## src/rtl/alarm_clock_pkg.sv

```systemverilog
// alarm_clock_pkg: shared types, constants and BCD helpers for the alarm clock
// Contents: ring_state_t, TIME_MIDNIGHT, bcd_time_valid(), to_12h()
package alarm_clock_pkg;

    typedef enum logic [1:0] {IDLE, RINGING, SNOOZED} ring_state_t;

    localparam logic [15:0] TIME_MIDNIGHT = 16'h0000;

    // Digit bounds first, so the packed-hour compare below is a numeric compare
    function automatic logic bcd_time_valid(input logic [15:0] t);
        return t[15:12] <= 4'd2 && t[11:8] <= 4'd9 && t[7:4] <= 4'd5 &&
               t[3:0] <= 4'd9 && t[15:8] <= 8'h23;
    endfunction

    // Returns {pm, HHMM} with the hour folded into 01..12
    function automatic logic [16:0] to_12h(input logic [15:0] t);
        logic [7:0] hb;
        logic [7:0] r;
        hb = 8'(t[15:12]) * 8'd10 + 8'(t[11:8]);
        r  = hb - 8'd12;
        if (hb == 8'd0)
            return {1'b0, 8'h12, t[7:0]};
        if (hb <= 8'd12)
            return {hb == 8'd12, t};
        return {1'b1, (r >= 8'd10) ? 4'd1 : 4'd0,
                (r >= 8'd10) ? 4'(r - 8'd10) : r[3:0], t[7:0]};
    endfunction

endpackage

```

## src/rtl/alarm_clock_core_bcd_time_counter.sv

```systemverilog
// bcd_time_counter: HH:MM BCD register with validated load and minute increment
// Ports: clk256, reset (async, high), load/load_val (ignored if invalid), inc, q
module bcd_time_counter
    import alarm_clock_pkg::*;
(
    input  logic        clk256,
    input  logic        reset,
    input  logic        load,
    input  logic [15:0] load_val,
    input  logic        inc,
    output logic [15:0] q
);

    logic [15:0] nxt;

    always_comb
        nxt = (q[3:0] != 4'd9)    ? q + 16'd1 :
              (q[7:4] != 4'd5)    ? {q[15:8], q[7:4] + 4'd1, 4'd0} :
              (q[15:8] == 8'h23)  ? TIME_MIDNIGHT :
              (q[11:8] != 4'd9)   ? {q[15:12], q[11:8] + 4'd1, 8'h00} :
                                    {q[15:12] + 4'd1, 12'h000};

    // A load strobe, even an invalid one, suppresses the increment that cycle
    always_ff @(posedge clk256 or posedge reset)
        if (reset)
            q <= TIME_MIDNIGHT;
        else if (load) begin
            if (bcd_time_valid(load_val))
                q <= load_val;
        end else if (inc)
            q <= nxt;

endmodule

```

## src/rtl/alarm_clock_core.sv

```systemverilog
// alarm_clock_core: time counter, N alarms, snooze/timeout ringer and 12/24h display
// Ports: clk256, reset (async, high), one_minute, load_new_time/time_in,
//        load_alarm/alarm_sel/alarm_in, alarm_enable, snooze, alarm_off,
//        show_alarm, mode_12h -> current_time, display_out, pm, alarm_ring, ring_index
module alarm_clock_core
    import alarm_clock_pkg::*;
#(
    parameter int N_ALARMS         = 4,
    parameter int SNOOZE_MIN       = 9,
    parameter int RING_TIMEOUT_MIN = 10,
    parameter int AW               = (N_ALARMS > 1) ? $clog2(N_ALARMS) : 1
) (
    input  logic                clk256,
    input  logic                reset,
    input  logic                one_minute,
    input  logic                load_new_time,
    input  logic [15:0]         time_in,
    input  logic                load_alarm,
    input  logic [AW-1:0]       alarm_sel,
    input  logic [15:0]         alarm_in,
    input  logic [N_ALARMS-1:0] alarm_enable,
    input  logic                snooze,
    input  logic                alarm_off,
    input  logic                show_alarm,
    input  logic                mode_12h,
    output logic [15:0]         current_time,
    output logic [15:0]         display_out,
    output logic                pm,
    output logic                alarm_ring,
    output logic [AW-1:0]       ring_index
);

    logic [15:0] alarms [N_ALARMS];
    logic        tick_d, hit, sel_ok;
    logic [AW-1:0] win, idx_n;
    logic [3:0]  ring_cnt, snz_cnt, rc_n, sc_n;
    logic [15:0] src;
    logic [16:0] conv;
    ring_state_t state, state_n;

    bcd_time_counter u_time (
        .clk256   (clk256),
        .reset    (reset),
        .load     (load_new_time),
        .load_val (time_in),
        .inc      (one_minute),
        .q        (current_time)
    );

    assign sel_ok = int'(alarm_sel) < N_ALARMS;

    always_ff @(posedge clk256 or posedge reset)
        if (reset) begin
            for (int i = 0; i < N_ALARMS; i++)
                alarms[i] <= TIME_MIDNIGHT;
        end else if (load_alarm && sel_ok && bcd_time_valid(alarm_in))
            alarms[alarm_sel] <= alarm_in;

    // Match only after a real increment, never after a time load
    always_ff @(posedge clk256 or posedge reset)
        if (reset)
            tick_d <= 1'b0;
        else
            tick_d <= one_minute && !load_new_time;

    // Descending scan so the lowest matching index is the last one written
    always_comb begin
        hit = 1'b0;
        win = '0;
        for (int i = N_ALARMS - 1; i >= 0; i--)
            if (alarm_enable[i] && alarms[i] == current_time) begin
                hit = 1'b1;
                win = AW'(i);
            end
    end

    always_ff @(posedge clk256 or posedge reset)
        if (reset) begin
            state      <= IDLE;
            ring_index <= '0;
            ring_cnt   <= '0;
            snz_cnt    <= '0;
        end else begin
            state      <= state_n;
            ring_index <= idx_n;
            ring_cnt   <= rc_n;
            snz_cnt    <= sc_n;
        end

    always_comb begin
        state_n = state;
        idx_n   = ring_index;
        rc_n    = ring_cnt;
        sc_n    = snz_cnt;
        case (state)
            IDLE:
                if (tick_d && hit) begin
                    state_n = RINGING;
                    idx_n   = win;
                    rc_n    = '0;
                end
            RINGING:
                if (alarm_off || !alarm_enable[ring_index])
                    state_n = IDLE;
                else if (snooze) begin
                    state_n = SNOOZED;
                    sc_n    = 4'(SNOOZE_MIN);
                end else if (tick_d) begin
                    rc_n    = ring_cnt + 4'd1;
                    state_n = (rc_n == 4'(RING_TIMEOUT_MIN)) ? IDLE : RINGING;
                end
            SNOOZED:
                if (alarm_off || !alarm_enable[ring_index])
                    state_n = IDLE;
                else if (tick_d && hit) begin
                    state_n = RINGING;
                    idx_n   = win;
                    rc_n    = '0;
                end else if (tick_d) begin
                    sc_n    = snz_cnt - 4'd1;
                    rc_n    = '0;
                    state_n = (sc_n == 4'd0) ? RINGING : SNOOZED;
                end
            default:
                state_n = IDLE;
        endcase
    end

    assign alarm_ring = state == RINGING;

    always_comb begin
        src  = show_alarm ? (sel_ok ? alarms[alarm_sel] : TIME_MIDNIGHT) : current_time;
        conv = to_12h(src);
    end

    always_ff @(posedge clk256 or posedge reset)
        if (reset) begin
            display_out <= TIME_MIDNIGHT;
            pm          <= 1'b0;
        end else begin
            display_out <= mode_12h ? conv[15:0] : src;
            pm          <= mode_12h && conv[16];
        end

endmodule
```

## config.mk

```make
export PLATFORM = sky130hd
export DESIGN_NAME = alarm_clock_core
export DESIGN_NICKNAME = d
export VERILOG_FILES = /design/src/rtl/alarm_clock_pkg.sv /design/src/rtl/alarm_clock_core_bcd_time_counter.sv /design/src/rtl/alarm_clock_core.sv
export SDC_FILE = /design/constraint.sdc
export NUM_CORES = 1
export LEC_CHECK = 0
export ABC_AREA = 1
export CORE_AREA = 2 2 165 86
export CTS_CLUSTER_DIAMETER = 120
export DETAILED_ROUTE_END_ITERATION = 6
export DIE_AREA = 0 0 167 88
export PLACE_DENSITY = 0.86
export SYNTH_ARGS = -nofsm -noshare
export SYNTH_HDL_FRONTEND = slang
export SYNTH_SLANG_ARGS = --single-unit
```

## constraint.sdc

```tcl
create_clock -name clk256 -period 10.4 [get_ports clk256]
set_input_delay 3.12 -clock clk256 [delete_from_list [all_inputs] [get_ports clk256]]
set_output_delay 3.12 -clock clk256 [all_outputs]
set_load 0.02 [all_outputs]
```

---- Word level (Yosys, flattened, before mapping) ----
Index checks and enable logic that the tools add are counted.
storage, ports and cells
  flip-flop bits (word level) ............. 110
  latch bits .............................. 0
  RAM bits ................................ 0
  bits in read-only memories .............. 0
  input port bits ......................... 47
  output and inout port bits .............. 36
  word-level logic and storage cells ...... 161
  memories kept ........................... 0
cells by class
  add/subtract/negate cells ............... 9
  multiply operators ...................... 1
  div/mod/pow operators ................... 0
  magnitude comparators ................... 15
  eq/ne operators ......................... 26
  shift-type cells ........................ 0
  multiplexer cells ....................... 61
  bitwise logic cells ..................... 1
  reduce and logical (&&, ||, !) cells .... 34
operators with widths
  cell                     number
  $mux W16                 12
  $mux W17                 4
  $bwmux W64               1
  $eq A16 B16 Y1           4
  $mux W4                  13
  $bmux W16 S2             1
  $demux W16 S2            1
  $mux W2                  14
  $logic_and A1 B1 Y1      17
  $add A16 B1 Y16 const B  1
  $add A4 B1 Y4 const B    4
  $le A4 B4 Y1 const B     4
  $le A8 B6 Y1 const B     2
  $ne A2 B2 Y1 const B     7
  $ne A4 B4 Y1 const B     3
  $pmux W4 S3              1
  $mux W1                  10
  $add A8 B4 Y8            1
  $eq A8 B4 Y1 const B     1
  $eq A8 B6 Y1 const B     1
  $ge A8 B4 Y1 const B     1
  $le A4 B2 Y1 const B     2
  $le A4 B3 Y1 const B     2
  $le A8 B4 Y1 const B     1
  32 further kinds         39

---- Longest topological paths before layout ----
  word-level depth ........................ 13
  mapped depth ............................ 28

---- By module ----
Synthesis repeated with hierarchy kept, for this count alone.
second synthesis, totals
  cells, all modules ...................... 1144
  area total of the unflattened synthesis .. 7795.0 sq um
modules (own cells, without submodules)
  module            instances  cells an instance  area each (sq um)  seq. area each (sq um)
  alarm_clock_core  1          904                6328.6             2352.3
  bcd_time_counter  1          240                1466.4             400.4

---- Worst setup path after synthesis ----
Ideal clock, no wire load.
  kind .................................... input port to flip-flop
  start ................................... input alarm_sel[0]
  end ..................................... register display_out[12]
  arrival ................................. 6099 ps
  required time ........................... 10287 ps
  path slack .............................. 4188 ps
  cell stages on the path ................. 20
  cell sequence ........................... buf_6 nand2_2 clkbuf_1 o22ai_1 o21ai_0 o21ai_0 ha_1 ha_1 fa_1 nand2_1 inv_1 o21ai_1 a21oi_1 inv_1 nor2_8 o211ai_4 o21ai_2 nand2_1 nand2_1 inv_1
on the way
  cells in the longest elaborated chain, start to end .. 13
  elaborated cells on any way between the ends .. 19
  those cells by class .................... 2 x add/sub; 1 x mul; 2 x order compare; 12 x mux; 1 x bitwise; 1 x reduce/logical
RTL lines
  what                                           RTL line                                      RTL
  start: declaration                             alarm_clock_core.sv:19                        input logic [AW-1:0] alarm_sel,
  $not A2 Y3 (implied by the code) *             alarm_clock_core.sv:132                       src = show_alarm ? (sel_ok ? alarms[alarm_sel] : TIME_MIDNIGHT) : current_time;
  $bmux W16 S2 *                                 alarm_clock_core.sv:132
  $mux W16 (implied by the code) * (2 in a row)  alarm_clock_core.sv:132
  $mux W16 *                                     alarm_clock_core.sv:132
  $mul A4 B3 Y7                                  alarm_clock_pkg.sv:19                         hb = 8'(t[15:12]) * 8'd10 + 8'(t[11:8]);
  $add A8 B4 Y8                                  alarm_clock_pkg.sv:19
  $sub A8 B4 Y8 or $le A8 B4 Y1 (tied branches)  alarm_clock_pkg.sv:20, alarm_clock_pkg.sv:23
  $ge A8 B4 Y1 or $mux W1 (tied branches)        alarm_clock_pkg.sv:25, alarm_clock_pkg.sv:23
  $mux W1, on equally long branches              alarm_clock_pkg.sv:25, alarm_clock_pkg.sv:23
  $mux W17                                       alarm_clock_pkg.sv:25                         return {1'b1, (r >= 8'd10) ? 4'd1 : 4'd0,
  $mux W17                                       alarm_clock_pkg.sv:23                         if (hb <= 8'd12)
  $mux W16 *                                     alarm_clock_core.sv:141                       display_out <= mode_12h ? conv[15:0] : src;
  end signal: assignment                         alarm_clock_core.sv:141
  end: declaration                               alarm_clock_core.sv:27                        output logic [15:0] display_out,
Mark *: on every way between the ends. The rest lies on a longest branch, timed or not. The select of a mux whose other input is x is not followed.
A chain may end at the register's enable or synchronous reset.

---- Worst setup path in the final report ----
Same ends and word-level chain as after synthesis.

==> results.json <==
{
  "worst_pin_slew_ps": 1020,
  "fin_crit_sh_pct": 67.7,
  "clk_path_buf_depth": 2,
  "die_x_um": 167,
  "initial_core_util_pct": 54.1,
  "end_kind": "flip-flop",
  "synth-seq-area-share_pct": 38.4,
  "cts_resized": 0,
  "worstPathMaxFanout": 9,
  "grt_max_degree": 61,
  "synth_nets": 1038,
  "synth_area_leaders": "dfrtp_1 (38%), nand2_1 (13%), inv_1 (5.9%)",
  "critPathKind": "in -> reg",
  "rsz0062_at_grt": "no",
  "irDropWorstVdd_v": 0.000137,
  "fmax_ghz": 0.142,
  "whs_endpoint": "snz_cnt[1]",
  "final_nets": 1104,
  "routabilityCongestion": 1.04,
  "die_h_um": 88,
  "via_per_inst": 5.77,
  "avgRoutedWirePerCell_um": 18.6,
  "finClkSkew_ps": 6.93,
  "hold_depth": 2,
  "hp-class": "reg -> reg",
  "setup_violations": 0,
  "maxCapViolations": 0,
  "yosys.area.top_type": "dfrtp_1",
  "synthesis.area_mm2": 0.00717,
  "drcViolationCount": 0,
  "tns_ps": 0,
  "htree_levels": 3,
  "hold_violations": 0,
  "post_cts_buffers": 0,
  "cts_tree": "yes",
  "grt_pass1_vias": 6384,
  "core-area_mm2": 0.0133,
  "r2r.worst_path.cells": 16,
  "p_leak_nw": 3.96,
  "grt_usage_pct": 32.1,
  "r2r_slack_ps": 6380,
  "drv_slew": 0,
  "grt_overflow": 0,
  "min-delay-start": "snz_cnt[1]",
  "drive_gt1_share_pct": 8.85,
  "clk_pin_slew_ps": 80,
  "clock-sinks": 110,
  "fin_crit_ps": 7040,
  "ys_types": 55,
  "r2r_start": "u_time.q[13]",
  "synth_edf_count": 0,
  "outcome": "complete, no violations",
  "dieArea_mm2": 0.0147,
  "insertion_delay_ps": 360,
  "diodes": 0,
  "worstPathRequired_ps": 10660,
  "grt_pass1_wl_mm": 35.9,
  "maxSlewHeadroom_pct": 31.6,
  "drtIter0Drc": 1084,
  "postSynthAreaPerCell_um2": 7.41,
  "timing.rr.end": "display_out[12]",
  "synth_seq_cells": 110,
  "start_kind": "input pin",
  "arrival_ps": 7300,
  "antenna_found_initial": 0,
  "dominantRegCellSynth": "dfrtp_1",
  "syn_to_final_growth_pct": 17.1,
  "synthArstFlopShare_pct": 100,
  "cts_made_buffers": 9,
  "io_pins": 83,
  "wl_mm": 22.6,
  "cts_root_buffer": "clkbuf_16",
  "vias": 7014,
  "dp_hpwl_mm": 17.7,
  "ant_nets": 0,
  "post-place-ws_ps": 3070,
  "synth.top_cell.area_share_pct": 38.4,
  "powerDensity_mw_per_mm2": 194,
  "synthCells": 968,
  "fillCellCount": 1145,
  "portBuffers": 82,
  "timing.final.ws_setup_ps": 3360,
  "rows": 30,
  "postCtsHoldBufs": 0,
  "firstDrtPassIters": 6,
  "yosysWarningCount": 0
}
## metal layers
| layer | vias up | track usage (%) | wire length, um |
|---|---|---|---|
| met2 | 452 | 39.1 | 7840 |
| met4 | 0 | 4.08 | 138 |
| met5 | - | 0 | 0 |
| li1 | 3299 | - | - |
| met3 | 20 | 15.5 | 3750 |
| met1 | 3243 | 50.5 | 10900 |
## Yosys cell counts (3+ instances only)
library cell  instances
nor2_1               68
inv_1               112
nand2_4               3
nand4_1              17
o21ai_1              27
o31ai_1               3
dfrtp_1             110
nand3b_1              3
a22oi_1               7
ha_1                 21
xor2_1               10
nand2_2              11
o21ai_0              79
buf_6                 3
o211ai_1             13
buf_4                 4
nand3_1              40
nand3_2               6
clkbuf_1              5
nand2_1             253
inv_2                22
nor2_2               11
a41oi_1               3
buf_2                16
nor3_1                8
o21ai_2               4
nor2_4                4
o2111ai_1             3
o22ai_1              23
xnor2_1              18
and2_1                3
a21oi_1              27
## stage by stage
| stage | hold WS [ps] | total power, mW | area, um2 | utilization [%] | std cells |
|---|---|---|---|---|---|
| 2_1_floorplan | 452 | 1.01 | 7170 | - | 968 |
| 3_3_place_gp | 468 | 1.22 | 8060 | 60.9 | 1199 |
| 3_5_place_dp | 476 | 1.23 | 8060 | 60.9 | 1199 |
| 4_1_cts | 493 | 1.61 | 8390 | 63.3 | 1215 |
| 5_1_grt | 543 | 1.73 | 8390 | 63.3 | 1215 |
| 6_report | 501 | 1.63 | 8390 | 63.3 | 1215 |
## cells by family after synthesis
logic type | after synthesis | synth area share (%)
buffers and inverters | 164 | 9.41
AOI/OAI and AO/OA | 206 | 17.3
adders and majority gates | 23 | 4.22
and+or+nand+nor | 437 | 27.2
xor gates and xnor gates | 28 | 3.42
DFF | 110 | 38.4
## registers in the layout (all words and copies together) (netlist names), 2 cells and up
signal / cells
alarms: 64
display_out: 16
ring_cnt: 4
ring_index: 2
snz_cnt: 4
state: 2
u_time.q: 16
## power breakdown
part	leakage [nW]	total, mW	switching [mW]	internal (mW)
combinational	2.55	0.658	0.406	0.252
clock	0.157	0.389	0.174	0.215
sequential	1.26	0.584	0.0979	0.486
total	3.96	1.63	0.678	0.953
## worst max-delay path by stage
stage,end,depth (start not counted),from
after global routing,display_out[12],20,alarm_sel[0]
after floorplan,display_out[12],20,alarm_sel[0]
after global placement,display_out[12],20,alarm_sel[0]
final,display_out[12],20,alarm_sel[0]
after detailed placement,display_out[12],20,alarm_sel[0]
after CTS,display_out[12],20,alarm_sel[0]
## cell usage in the layout, fill, tap and decap left out, types with 4 or more instances in the layout
cell               n
a21oi_1           27
a22oi_1            7
clkbuf_16          9
clkdlybuf4s50_1   82
dfrtp_1          110
ha_1              21
inv_1            111
inv_2             22
nand2_1          253
nand2_2           11
nand3_1           40
nand3_2            6
nand4_1           17
nor2_1            67
nor2_2            12
nor2_4             4
nor3_1             8
o211ai_1          13
o21ai_0           79
o21ai_1           27
o21ai_2            4
o22ai_1           23
xnor2_1           18
xor2_1            10
## critical path: stages
cell             delay (ps)
clkdlybuf4s50_1         630
nor2_4                  350
inv_1                   230
o22ai_1                 150
o21ai_0                 100
o21ai_0                 340
ha_1                    360
ha_1                    240
fa_1                    580
nand2_1                  60
inv_1                    60
o21ai_1                 120
a21oi_1                 210
inv_1                   130
nor2_8                  150
o211ai_4                130
o21ai_2                 180
nand2_1                  70
nand2_1                  50
inv_1                    40
## area by class of cell
class | count | area [um2] | area share [%]
clock buffers | 9 | 225 | 2.68
multi-input cells | 694 | 3740 | 44.6
clock inverters | 7 | 103 | 1.22
inverters | 135 | 510 | 6.08
flip-flops and latches | 110 | 2750 | 32.8
well taps | 176 | 220 | 2.62
repair buffers | 84 | 836 | 9.96
Power figures use the tool's default switching activity.
